==> config.mk <==
export PLATFORM = sky130hd
export DESIGN_NAME = counter_scoreboard
export DESIGN_NICKNAME = d
export VERILOG_FILES = /design/src/rtl/counter_scoreboard_pkg.sv /design/src/rtl/universal_binary_counter.sv /design/src/rtl/counter_scoreboard.sv
export SDC_FILE = /design/constraint.sdc
export NUM_CORES = 1
export LEC_CHECK = 0
export BUFFER_PORTS_ARGS = -buffer_cell sky130_fd_sc_hd__buf_2
export CAP_MARGIN = 10
export CORE_UTILIZATION = 44
export DETAILED_ROUTE_END_ITERATION = 8
export PLACE_DENSITY = 0.71
export SKIP_LAST_GASP = 1
export SLEW_MARGIN = 20
export SYNTH_ARGS = -nofsm -noshare
export SYNTH_HDL_FRONTEND = slang
export SYNTH_SLANG_ARGS = --single-unit
==> constraint.sdc <==
create_clock -name clk -period 1.9 [get_ports clk]
set_input_delay 0.095 -clock clk [delete_from_list [all_inputs] [get_ports clk]]
set_output_delay 0.095 -clock clk [all_outputs]
set_load 0.1 [all_outputs]
==> src/rtl/counter_scoreboard_pkg.sv <==
// ============================================================================
// counter_scoreboard_pkg : shared state encodings, default widths, stimulus type
// Rev 1.0
// ============================================================================
`default_nettype none

package counter_scoreboard_pkg;

  localparam int DEFAULT_N     = 3;
  localparam int DEFAULT_ERR_W = 8;

  localparam logic [1:0] ST_IDLE  = 2'd0;
  localparam logic [1:0] ST_CHECK = 2'd1;
  localparam logic [1:0] ST_DONE  = 2'd2;

  typedef struct packed {
    logic syn_clr;
    logic load;
    logic en;
    logic up;
  } ctrl_t;

endpackage

`default_nettype wire

==> src/rtl/universal_binary_counter.sv <==
// ============================================================================
// universal_binary_counter : up/down counter with sync clear and load
// Rev 1.0
// ============================================================================
`default_nettype none

module universal_binary_counter
  import counter_scoreboard_pkg::*;
#(
  parameter int N = DEFAULT_N
) (
  input  logic         clk,
  input  logic         rst_n,
  input  ctrl_t        i_ctrl,
  input  logic [N-1:0] i_d,
  output logic [N-1:0] o_q,
  output logic         o_max_tick,
  output logic         o_min_tick
);

  logic [N-1:0] r_q;

  always_ff @(posedge clk or negedge rst_n) begin
    if (!rst_n) begin
      r_q <= '0;
    end else if (i_ctrl.syn_clr) begin
      r_q <= '0;
    end else if (i_ctrl.load) begin
      r_q <= i_d;
    end else if (i_ctrl.en) begin
      r_q <= i_ctrl.up ? r_q + 1'b1 : r_q - 1'b1;
    end
  end

  assign o_q        = r_q;
  assign o_max_tick = &r_q;
  assign o_min_tick = ~|r_q;

endmodule

`default_nettype wire

==> src/rtl/counter_scoreboard.sv <==
// ============================================================================
// counter_scoreboard : checks a counter DUT against a lockstep golden counter
// Rev 1.0
// ============================================================================
`default_nettype none

module counter_scoreboard
  import counter_scoreboard_pkg::*;
#(
  parameter int N     = DEFAULT_N,
  parameter int ERR_W = DEFAULT_ERR_W
) (
  input  logic             clk,
  input  logic             rst_n,
  input  logic             syn_clr,
  input  logic             load,
  input  logic             en,
  input  logic             up,
  input  logic [N-1:0]     d,
  input  logic [N-1:0]     q,
  input  logic             max_tick,
  input  logic             min_tick,
  input  logic             start,
  input  logic             stop,
  output logic             err_pulse,
  output logic [ERR_W-1:0] err_cnt,
  output logic [ERR_W-1:0] chk_cnt,
  output logic [N-1:0]     first_q,
  output logic [N-1:0]     first_exp,
  output logic             pass,
  output logic             fail,
  output logic             busy
);

  logic [1:0]       r_state;
  logic             r_err_pulse;
  logic [ERR_W-1:0] r_err_cnt;
  logic [ERR_W-1:0] r_chk_cnt;
  logic [N-1:0]     r_first_q;
  logic [N-1:0]     r_first_exp;

  ctrl_t            w_ctrl;
  logic [N-1:0]     w_exp;
  logic             w_exp_max;
  logic             w_exp_min;
  logic             w_in_check;
  logic             w_enter_check;
  logic             w_mismatch;

  // Golden model runs in every state so it is already aligned when checking starts.
  assign w_ctrl = {syn_clr, load, en, up};

  universal_binary_counter #(
    .N (N)
  ) u_golden (
    .clk        (clk),
    .rst_n      (rst_n),
    .i_ctrl     (w_ctrl),
    .i_d        (d),
    .o_q        (w_exp),
    .o_max_tick (w_exp_max),
    .o_min_tick (w_exp_min)
  );

  assign w_in_check    = (r_state == ST_CHECK);
  assign w_enter_check = start && !w_in_check;
  assign w_mismatch    = w_in_check &&
                         ((q != w_exp) || (max_tick != w_exp_max) || (min_tick != w_exp_min));

  always_ff @(posedge clk or negedge rst_n) begin
    if (!rst_n) begin
      r_state <= ST_IDLE;
    end else if (w_enter_check) begin
      r_state <= ST_CHECK;
    end else if (w_in_check && stop) begin
      r_state <= ST_DONE;
    end
  end

  always_ff @(posedge clk or negedge rst_n) begin
    if (!rst_n) begin
      r_err_pulse <= 1'b0;
      r_err_cnt   <= '0;
      r_chk_cnt   <= '0;
      r_first_q   <= '0;
      r_first_exp <= '0;
    end else begin
      r_err_pulse <= w_mismatch;
      if (w_enter_check) begin
        r_err_cnt   <= '0;
        r_chk_cnt   <= '0;
        r_first_q   <= '0;
        r_first_exp <= '0;
      end else if (w_in_check) begin
        if (r_chk_cnt != '1) begin
          r_chk_cnt <= r_chk_cnt + 1'b1;
        end
        if (w_mismatch) begin
          if (r_err_cnt != '1) begin
            r_err_cnt <= r_err_cnt + 1'b1;
          end
          // Capture only the first mismatch of the run.
          if (r_err_cnt == '0) begin
            r_first_q   <= q;
            r_first_exp <= w_exp;
          end
        end
      end
    end
  end

  assign err_pulse = r_err_pulse;
  assign err_cnt   = r_err_cnt;
  assign chk_cnt   = r_chk_cnt;
  assign first_q   = r_first_q;
  assign first_exp = r_first_exp;
  assign fail      = (r_err_cnt != '0);
  assign pass      = (r_state == ST_DONE) && (r_err_cnt == '0) && (r_chk_cnt != '0);
  assign busy      = w_in_check;

endmodule

`default_nettype wire

==> results.py <==
metrics = {
    "outcome": {
        "status": "completed",
    },
    "synth": {
        "ys_types": 41,
        "synth_area_sq_um": 1589,
        "ys_seq_area_share_pct": 44.09,
        "synth_warnings": 0,
        "async_flop_share_pct": 100.0,
        "yosys_register_bits": 28,
        "synth_top_cells_by_area": "dfrtp_1 44%, mux2i_1 4.4%, nand3_1 4.1%",
        "syn_area_per_cell_sq_um": 9.630,
        "synth_common_cells": "28 x dfrtp_1, 14 x nor2_1, 13 x nand2_1, 13 x nand3_1, 10 x a21oi_1",
        "yosysMostFrequentCell": "dfrtp_1",
        "synth_cells": 165,
        "yosysTopAreaCell": "dfrtp_1",
        "synth_enable_flop_cells": 0,
        "syn-num-nets": 186,
        "synth_ff_type": "dfrtp_1",
        "synth_top_area_share_pct": 44.09,
    },
    "critical_path": {
        "reg2reg_depth": 7,
        "startpoint_type": "flip-flop",
        "reg2reg_slack_ns": 0.05,
        "cp.arrival_ns": 1.80,
        "crit_type": "reg -> out",
        "critPathSlowestCell": "dfrtp_4",
        "cp_cell_sequence": "buf_6 > inv_1 > ha_2 > nand3_4 > a2111oi_4 > buf_12",
        "regToRegEndpoint": "err_cnt[7]",
        "cpPeakStageDelay_ns": 0.51,
        "critPathMaxFanout": 2,
        "end_kind": "output pin",
        "worst-endpoint-required_ns": 1.80,
        "rr_startpoint": "u_golden.o_q[0]",
    },
    "global_route": {
        "grt_overflow": 0,
        "grt_max_degree": 29,
        "grtUsageTotal_pct": 21.21,
        "grt_pass1_wl_mm": 5.927,
        "grt_pass1_vias": 1334,
        "antenna_found_initial": 0,
    },
    "place": {
        "portBuffers": 41,
        "dp_hpwl_mm": 2.681,
        "gp_congestion": 0.8296,
    },
    "die": {
        "core_area_sq_um": 3390,
        "io_pins": 42,
        "die_width_microns": 62.10,
        "die_h_microns": 62.10,
        "dieArea_sq_um": 3856,
        "start_util_pct": 46.88,
        "rows": 21,
    },
    "sta": {
        "max_freq_mhz": 528.5,
        "clock_skew_ns": 0.006078,
        "rsz0062_at_grt": "true",
        "setup_viol_count_final": 0,
        "tightestPinTransition_ns": 0.6285,
        "min_period_over_period_pct": 99.58,
        "relSlewSlack_pct": 58.10,
        "fin_setup_tns_ns": 0,
        "maxSlewViolCount": 0,
        "hold_viol_final": 0,
        "fin_crit_ns": 1.892,
    },
    "clock_network": {
        "cts_root_buffer": "clkbuf_4",
        "numCtsBuffers": 3,
        "clk_pin_slew_ns": 0.14,
        "clockBufferDepth": 2,
        "clock_latency_ns": 0.33,
        "h-tree-depth": 1,
        "cts.sink_count": 28,
        "cts_tree": "yes",
    },
    "drt": {
        "antenna_left": 0,
        "drt_iter0_markers": 72,
        "first_pass_iters": 4,
        "vias_per_cell": 5.384,
        "post_drt_wl_per_cell_microns": 13.78,
        "drc_errors": 0,
        "wl_mm": 3.734,
        "vias": 1459,
    },
    "job": {
        "maxCapViolCount": 0,
    },
    "finish": {
        "diodes": 0,
        "utilization_pct": 64.49,
        "fin_nets": 247,
        "n_fill_cell": 285,
        "multi_input_area_sq_um": 908.4,
        "drive_above_1_share_pct": 44.00,
        "regArea_sq_um": 735.7,
        "syn_to_final_growth_pct": 37.56,
    },
    "power_and_ir_drop": {
        "power_w": 0.003382,
        "powerDensity_nw_per_um2": 1547,
        "ir_worst_vdd_mv": 1.086,
        "power_leakage_nw": 1.058,
    },
    "worst_hold_path": {
        "hp-start": "d[1]",
        "hold_path_depth": 3,
        "hold_path.class": "in -> reg",
        "holdPathEnd": "u_golden.o_q[1]",
    },
}
-- layout by cell type (no fill, tap or decap), types with 5 or more instances in the layout --
cell / netlist / final
inv_1: 7 / 6
dfrtp_4: 0 / 6
nand4_1: 6 / 6
a21oi_1: 10 / 10
mux2i_1: 7 / 7
dfrtp_1: 28 / 12
dfrtp_2: 0 / 10
o21ai_0: 8 / 8
buf_4: 0 / 16
xor2_1: 7 / 7
nand3_1: 13 / 12
and3_1: 5 / 5
nor2_1: 14 / 14
buf_2: 1 / 39
nand2_1: 13 / 12
-- critical path, delay by kind of cell (launching register included) --
kind	cells	cell delay, ns
AOI/OAI and AO/OA	1	0.27
DFF	1	0.51
buffers and inverters	3	0.39
and+or+nand+nor	1	0.09
adders and majority gates	1	0.20
-- sequential cells by signal, indices dropped and copies added, names as in the netlist --
name,cells
chk_cnt,8
err_cnt,8
err_pulse,1
first_exp,3
first_q,3
r_state,2
u_golden.o_q,3
-- layout make-up --
cell class	instances	area share [%]
clock buffers	3	1.030
clock inverters	1	1.374
inverters	7	1.202
multi-input cells	123	41.56
flip-flops and latches	28	33.66
well taps	46	2.633
repair buffers	63	18.55
-- how the worst max path moves through the flow --
stage / startpoint / endpoint
2_1_floorplan: err_cnt[4] / pass
3_3_place_gp: err_cnt[0] / err_cnt[1]
3_5_place_dp: err_cnt[0] / err_cnt[1]
4_1_cts: err_cnt[5] / pass
5_1_grt: err_cnt[5] / pass
6_report: err_cnt[0] / pass
-- logic make-up (layout without fill, tap and decap cells) --
logic type	after synthesis	count (layout)	share of synthesized area (%)
xor gates and xnor gates	10	10	5.512
AOI/OAI and AO/OA	31	31	12.76
and+or+nand+nor	68	68	21.89
muxes	9	9	6.535
buffers and inverters	14	74	4.803
adders and majority gates	5	5	4.410
DFF	28	28	44.09
-- power breakdown --
group | internal (W) | leakage (nW) | total [W] | switching [W]
Sequential | 0.000755 | 0.347 | 0.000871 | 0.000115
Combinational | 0.000557 | 0.683 | 0.00212 | 0.00156
Clock | 0.000214 | 0.0279 | 0.000389 | 0.000175
Total | 0.00153 | 1.06 | 0.00338 | 0.00186
-- timing repair --
| item | CTS | global route |
|---|---|---|
| setup endpoints to repair | 1 | 13 |
| hold buffers | 4 | 0 |
| buffers inserted | 6 | 3 |
| pin swaps | 3 | 3 |
| hold endpoints to repair | 32 | 0 |
| resized for setup | 3 | 13 |
-- routing by layer --
| layer | track usage (%) | routed length, microns | vias up |
|---|---|---|---|
| li1 | - | - | 707 |
| met1 | 27.78 | 1701 | 709 |
| met2 | 35.71 | 1852 | 37 |
| met3 | 2.692 | 126 | 6 |
| met4 | 8.254 | 53 | 0 |
| met5 | 0 | 0 | - |
-- stage by stage --
step	hold WS [ns]	instance area, sq um	cells	worst slack (ns)
after detailed placement	0.1491	1967	254	0.04515
after global routing	0.004270	2186	271	-0.07997
after floorplan	-0.2006	1675	165	-0.7984
after global placement	0.1450	1967	254	0.08401
final	0.0006417	2186	271	0.007893
after CTS	0.001683	2117	268	-0.003284
(Power assumes the default switching activity.)
